### src/rtl/rank_filter.sv
// rank_filter: collects a frame of N samples (one per clock while DSI is
// high) and reports the sample of a run-time selected rank plus the frame
// minimum and maximum. Samples are sorted on the fly by an insertion array,
// so the result is registered one cycle after the last sample.
//
// Ports:
//   CLK   in        rising-edge clock
//   nRST  in        asynchronous active-low reset
//   DSI   in        data strobe; DI is captured on every rising edge with DSI=1
//   DI    in  W     input sample
//   RANK  in  RW    requested rank (0 = smallest), sampled with the first sample
//   DO    out W     selected-rank sample of the last complete frame
//   DMIN  out W     minimum of the last complete frame
//   DMAX  out W     maximum of the last complete frame
//   DSO   out 1     one-cycle pulse: DO/DMIN/DMAX were just updated
//   ERR   out 1     one-cycle pulse: frame aborted (DSI fell before N samples)
//
// Handshake: DSI is a pure strobe with no back-pressure; every edge with
// DSI=1 consumes DI, and DSO/ERR are single-cycle pulses with no ready.

module rank_filter #(
    parameter int WIDTH  = 8,
    parameter int N      = 9,
    parameter int SIGNED = 0,
    parameter int RW     = $clog2(N)
) (
    input  logic             CLK,
    input  logic             nRST,
    input  logic             DSI,
    input  logic [WIDTH-1:0] DI,
    input  logic [RW-1:0]    RANK,
    output logic [WIDTH-1:0] DO,
    output logic [WIDTH-1:0] DMIN,
    output logic [WIDTH-1:0] DMAX,
    output logic             DSO,
    output logic             ERR
);

    localparam int CW = $clog2(N + 1);

    logic [WIDTH-1:0] s_q [N];
    logic [WIDTH-1:0] s_d [N];
    logic [CW-1:0]    cnt_q, cnt_d;
    logic [CW-1:0]    base;
    logic [RW-1:0]    rank_q, rank_d;
    logic [RW-1:0]    rank_clamped;
    logic [N-1:0]     gt;
    logic             frame_full;
    logic             abort;

    function automatic logic less_than(input logic [WIDTH-1:0] a,
                                       input logic [WIDTH-1:0] b);
        if (SIGNED != 0) return $signed(a) < $signed(b);
        else             return a < b;
    endfunction

    always_comb begin
        frame_full = (cnt_q == CW'(N));
        // A full array is being read out this cycle, so a new sample starts
        // from an empty array; the readout uses the pre-edge contents.
        base  = frame_full ? '0 : cnt_q;
        abort = !DSI && (cnt_q != '0) && !frame_full;

        // gt[i]: the new sample belongs at or below slot i. Empty slots act as
        // +infinity; strict compare keeps equal values in arrival order.
        for (int i = 0; i < N; i++) begin
            gt[i] = (CW'(i) >= base) || less_than(DI, s_q[i]);
        end

        // gt is monotonic over a sorted array: the first set bit takes the
        // new sample, every slot above it shifts up by one.
        s_d[0] = s_q[0];
        if (DSI && gt[0]) s_d[0] = DI;
        for (int i = 1; i < N; i++) begin
            s_d[i] = s_q[i];
            if (DSI && gt[i]) s_d[i] = gt[i-1] ? s_q[i-1] : DI;
        end

        cnt_d = DSI ? base + CW'(1) : '0;

        rank_clamped = ({1'b0, RANK} >= (RW+1)'(N)) ? RW'(N - 1) : RANK;
        rank_d       = (DSI && base == '0) ? rank_clamped : rank_q;
    end

    always_ff @(posedge CLK or negedge nRST) begin
        if (!nRST) begin
            for (int i = 0; i < N; i++) s_q[i] <= '0;
            cnt_q  <= '0;
            rank_q <= '0;
            DO     <= '0;
            DMIN   <= '0;
            DMAX   <= '0;
            DSO    <= 1'b0;
            ERR    <= 1'b0;
        end else begin
            for (int i = 0; i < N; i++) s_q[i] <= s_d[i];
            cnt_q  <= cnt_d;
            rank_q <= rank_d;
            DSO    <= frame_full;
            ERR    <= abort;
            if (frame_full) begin
                DO   <= s_q[rank_q];
                DMIN <= s_q[0];
                DMAX <= s_q[N-1];
            end
        end
    end

endmodule

### config.mk
export PLATFORM = sky130hd
export DESIGN_NAME = rank_filter
export DESIGN_NICKNAME = d
export VERILOG_FILES = /design/src/rtl/rank_filter.sv
export SDC_FILE = /design/constraint.sdc
export NUM_CORES = 1
export LEC_CHECK = 0
export ABC_AREA = 1
export BUFFER_PORTS_ARGS = -buffer_cell sky130_fd_sc_hd__buf_2
export CAP_MARGIN = 30
export CORE_MARGIN = 3
export CORE_UTILIZATION = 40
export CTS_BUF_LIST = sky130_fd_sc_hd__clkbuf_16
export DETAILED_ROUTE_END_ITERATION = 8
export PLACE_DENSITY = 0.68
export SLEW_MARGIN = 20
export SYNTH_ARGS = -nofsm -noshare
export SYNTH_HDL_FRONTEND = slang
export SYNTH_SLANG_ARGS = --single-unit
### constraint.sdc
create_clock -name CLK -period 6.8 [get_ports CLK]
set_clock_uncertainty 0.1 [all_clocks]
set_input_delay 0.34 -clock CLK [delete_from_list [all_inputs] [get_ports CLK]]
set_output_delay 0.34 -clock CLK [all_outputs]
set_load 0.005 [all_outputs]
Word-level counts from Yosys, hierarchy flattened
Cells that the tools add are included.
W data, S select, Z words.
{"block": "word_totals", "ff_bits": 106, "input_bits": 15, "output_inout_bits": 26, "wordCells": 78}
{"block": "classes", "add_sub_neg": 1, "magnitude_cmp": 20, "n_eq_ne": 1, "n_mux": 14, "n_bitwise": 1, "reduce_logical": 25}
{"cell": "$mux W8", "count": 10}
{"cell": "$lt A8 B8 Y1", "count": 9}
{"cell": "$bmux W8 S4", "count": 1}
{"cell": "$ge A3 B4 Y1 const A", "count": 4}
{"cell": "$logic_and A1 B1 Y1", "count": 12}
{"cell": "$mux W4", "count": 3}
{"cell": "$logic_or A1 B1 Y1", "count": 9}
{"cell": "$ge A1 B4 Y1 const A", "count": 2}
{"cell": "$ge A2 B4 Y1 const A", "count": 2}
{"cell": "$ge A5 B5 Y1 const B", "count": 1}
{"cell": "$not A4 Y5", "count": 1}
{"cell": "$add A4 B1 Y4 const B", "count": 1}
{"cell": "$eq A4 B4 Y1 const B", "count": 1}
{"cell": "$ge A4 B4 Y1 const A", "count": 1}
{"cell": "$ge A4 B4 Y1 const B", "count": 1}
{"cell": "$logic_not A4 Y1", "count": 1}
{"cell": "$reduce_bool A4 Y1", "count": 1}
{"cell": "$logic_not A1 Y1", "count": 2}

Longest topological paths before layout
{"block": "logic_depth", "ltp_word": 5, "mapped_depth": 15, "depth_no_buf": 13}

Least setup slack after synthesis
OpenSTA, ideal clock, no wires.
{"block": "synth_path", "kind": "reg-to-reg", "from": "reg cnt_q[2]", "to": "reg s_q[32] in the netlist's numbering", "setup_time_ns": 0.116, "arrival_ns": 1.985, "path_slack_ns": 4.598, "path_stages_with_launch": 12, "path_buffers": 1, "path_cell_list": "dfrtp_1 -> nor2_2 -> nand3_2 -> clkbuf_1 -> nand2_1 -> ha_1 -> a22oi_2 -> nand2_2 -> nand2_2 -> inv_2 -> nand2_1 -> nand2_1"}
{"block": "synth_between", "elab_chain_cells": 5, "word_cells_on_any_way": 8, "classes_between": "order compare (2); eq/ne (1); mux (2); reduce/logical (3)"}
{"element": "start: declaration", "line_no": "43", "text": "logic [CW-1:0] cnt_q, cnt_d;"}
{"element": "start signal: assignment", "line_no": "97", "text": "cnt_q <= cnt_d;"}
{"element": "$eq A4 B4 Y1", "line_no": "58", "text": "frame_full = (cnt_q == CW'(N));"}
{"element": "$mux W4 *", "line_no": "61", "text": "base = frame_full ? '0 : cnt_q;"}
{"element": "$ge A2 B4 Y1 / $ge A3 B4 Y1 (equally long branches)", "line_no": "67", "text": "gt[i] = (CW'(i) >= base) || less_than(DI, s_q[i]);"}
{"element": "$logic_or A1 B1 Y1", "line_no": "67"}
{"element": "$mux W8 / $logic_and A1 B1 Y1 (equally long branches)", "line_no": "76", "text": "if (DSI && gt[i]) s_d[i] = gt[i-1] ? s_q[i-1] : DI;"}
{"element": "end: declaration", "line_no": "41", "text": "logic [WIDTH-1:0] s_q [N];"}
Mark *: on every way between the ends. The rest lies on a longest branch, timed or not.
A chain may end at the register's enable or synchronous reset.

Final worst setup path
{"block": "layout_path", "from": "reg cnt_q[1]", "to": "reg s_q[37] in the netlist's numbering"}
The elaborated chain is that of the path after synthesis.

==> flow_summary.yaml <==
yosys:
  synth_cell_types: 25
  yosys.area.top_type: "dfrtp_1"
  synth_area_leaders: "dfrtp_1 37%, nand2_1 25%, ha_1 11%"
  yosysWarnings: 0
  synth_edf_count: 0
  synth_top_area_share_pct: 36.8
  async_reset_ff_share_pct: 100
  synth_ff_type: "dfrtp_1"
  syn_avg_cell_area_um2: 6.80
  syn_nets: 1139
  netlist_instances: 1060
  ys_seq_area_share_pct: 36.8
  synth-seq-cells: 106
  synth_area_mm2: 0.00721
drt:
  wl_um: 19800
  vias: 6769
  viasPerCell: 5.14
  dr.pass1.iters: 5
  drt_iter0_drc: 703
  wire_per_inst_um: 15.0
  drc_errors: 0
  ant_nets: 0
global_routing:
  antenna_found_initial: 0
  grtUsageTotal_pct: 20.3
  grt_max_degree: 65
  grt_pass1_vias: 6002
  grt-ovfl-total: 0
  grt_pass1_wl_um: 32000
layout:
  drive_gt1_share_pct: 8.14
  stdcell_count: 1318
  n_antenna_cell: 0
  final_common_cell: "nand2_1"
  nets: 1167
  multi_input_area_mm2: 0.00403
  fillers: 1804
  seq_area_mm2: 0.00265
  syn_to_final_growth_pct: 9.28
  final_cell_mix: "472 x nand2_1, 106 x dfrtp_1, 102 x nand3_1, 102 x inv_1, 64 x ha_1"
timing:
  setup-tns-final_ns: 0
  slew_headroom_pct: 41.7
  fmax_mhz: 356
  fin_crit_ns: 2.81
  hold_viol: 0
  rsz0062_at_grt: "false"
  post-route-period-util_pct: 41.3
  slew_violations: 0
  setup_viol: 0
  tightestPinTransition_ns: 0.873
power:
  power_per_cell_area_mw_per_mm2: 326
  p_leak_nw: 4.40
  power.total_mw: 2.57
  peakVddDrop_v: 0.000143
place:
  dp.cells: 1301
  routabilityCongestion: 0.835
  io_buffer_count: 40
  hpwlAfterDp_um: 14000
setup_path:
  cp_num_buf_inv: 1
  cp-end-kind: "register"
  critical_path.cell_chain: "nor2_2 -> nand3_2 -> nand2_1 -> ha_1 -> a22oi_2 -> nand2_2 -> nand2_2 -> inv_2 -> nand2_1 -> nand2_1"
  cp_slowest_cell: "nand3_2"
  critPathLaunch: "cnt_q[1]$_DFF_PN0_"
  r2r_start: "cnt_q[1]$_DFF_PN0_"
  critPathKind: "register to register"
  critPathMaxStageDelay_ns: 0.57
  start_kind: "register"
  critPathMaxFanout: 42
  crit_top_cell: "nand2_1"
  required_ns: 7.00
  crit_arrival_ns: 3.01
  cpLargestDelayFamily: "simple AND/OR/NAND/NOR gates"
cts:
  cts_made_buffers: 9
  cts_tree: "built"
  clk_pin_slew_ns: 0.07
  clock_latency_ns: 0.36
  cts-htree-levels: 3
  cts_root_buffer: "clkbuf_16"
  cts_hold_buf: 1
  cts_setup_buffers: 0
  clock-sinks: 106
  cts_resized: 0
  clockBufferDepth: 2
floorplan:
  start_util_pct: 41.3
  die_width_um: 140
  dieArea_mm2: 0.0197
  boundaryPins: 41
  coreArea_mm2: 0.0175
  die_h_um: 140
  fp-row-count: 48
min_path:
  hold_class: "input pin to register"
  worstHoldStart: "RANK[0]"
status:
  status: "finished, final reports clean"
job:
  maxCapViolCount: 0
## final timing paths
path	end	slack, ns	cells after the start
setup reg to reg	s_q[37]$_DFFE_PN0P_	3.99	10
min in group asynchronous	DMAX[5]$_DFFE_PN0P_	0.42	2
hold / removal	rank_q[0]$_DFFE_PN0P_	0.13	3
hold reg to reg	DMAX[4]$_DFFE_PN0P_	0.38	2
setup / recovery	s_q[37]$_DFFE_PN0P_	3.99	10
max in group asynchronous	s_q[32]$_DFFE_PN0P_	4.95	3
## registers in the layout, indices dropped and copies added, names as in the netlist
signal / count
ERR: 1
rank_q: 4
s_q: 72
DSO: 1
DO: 8
cnt_q: 4
DMAX: 8
DMIN: 8
## cells in the mapped netlist, types with 5 or more instances
cell type and count:
a21oi_1 51, clkbuf_1 21, dfrtp_1 106, ha_1 64
inv_1 102, inv_2 9, nand2_1 472, nand2_2 13
nand2_4 5, nand3_1 102, nand4_1 8, nor2_1 27
nor3_1 12, o21ai_0 52
## through the flow
step | setup WS [ns] | cell area, um^2 | utilization, % | hold slack (ns)
2_1_floorplan | 4.60 | 7210 | - | -0.0556
3_3_place_gp | 4.07 | 7590 | 43.5 | 0.269
3_5_place_dp | 4.04 | 7610 | 43.5 | 0.274
4_1_cts | 4.01 | 7880 | 45.1 | 0.115
5_1_grt | 3.73 | 7880 | 45.1 | 0.129
6_report | 3.99 | 7880 | 45.1 | 0.134
## cell type report
type / instances / share of cell area (%)
Clock inverter: 7 / 0.460
Sequential cell: 106 / 33.7
Timing Repair Buffer: 43 / 2.89
Tap cell: 225 / 3.57
Inverter: 114 / 5.46
Multi-Input combinational cell: 814 / 51.1
Clock buffer: 9 / 2.86
## logic make-up (layout without fill, tap and decap cells)
kind of cell	after synthesis	count (layout)	synth area share [%]
adders and majority gates	64	64	11.1
DFF	106	106	36.8
and+or+nand+nor	644	644	37.1
buffers and inverters	140	173	7.46
AOI/OAI and AO/OA	106	106	7.53
## routing by layer
layer  vias up  track usage, %  routed length (um)
li1       3438               -                   -
met1      3100            31.1                9640
met2       204            29.7                8500
met3        27            3.24                1300
met4         0            5.61                 306
met5         -               0                   0
## power by group
part / switching (mW) / internal (mW)
Sequential: 0.228 / 0.810
Combinational: 0.669 / 0.378
Clock: 0.237 / 0.244
Total: 1.13 / 1.43
## worst min-delay path, cell delays in order
cell and delay (ns):
buf_2 0.11, nand2_1 0.05, o21ai_0 0.06
(Power assumes the default switching activity.)
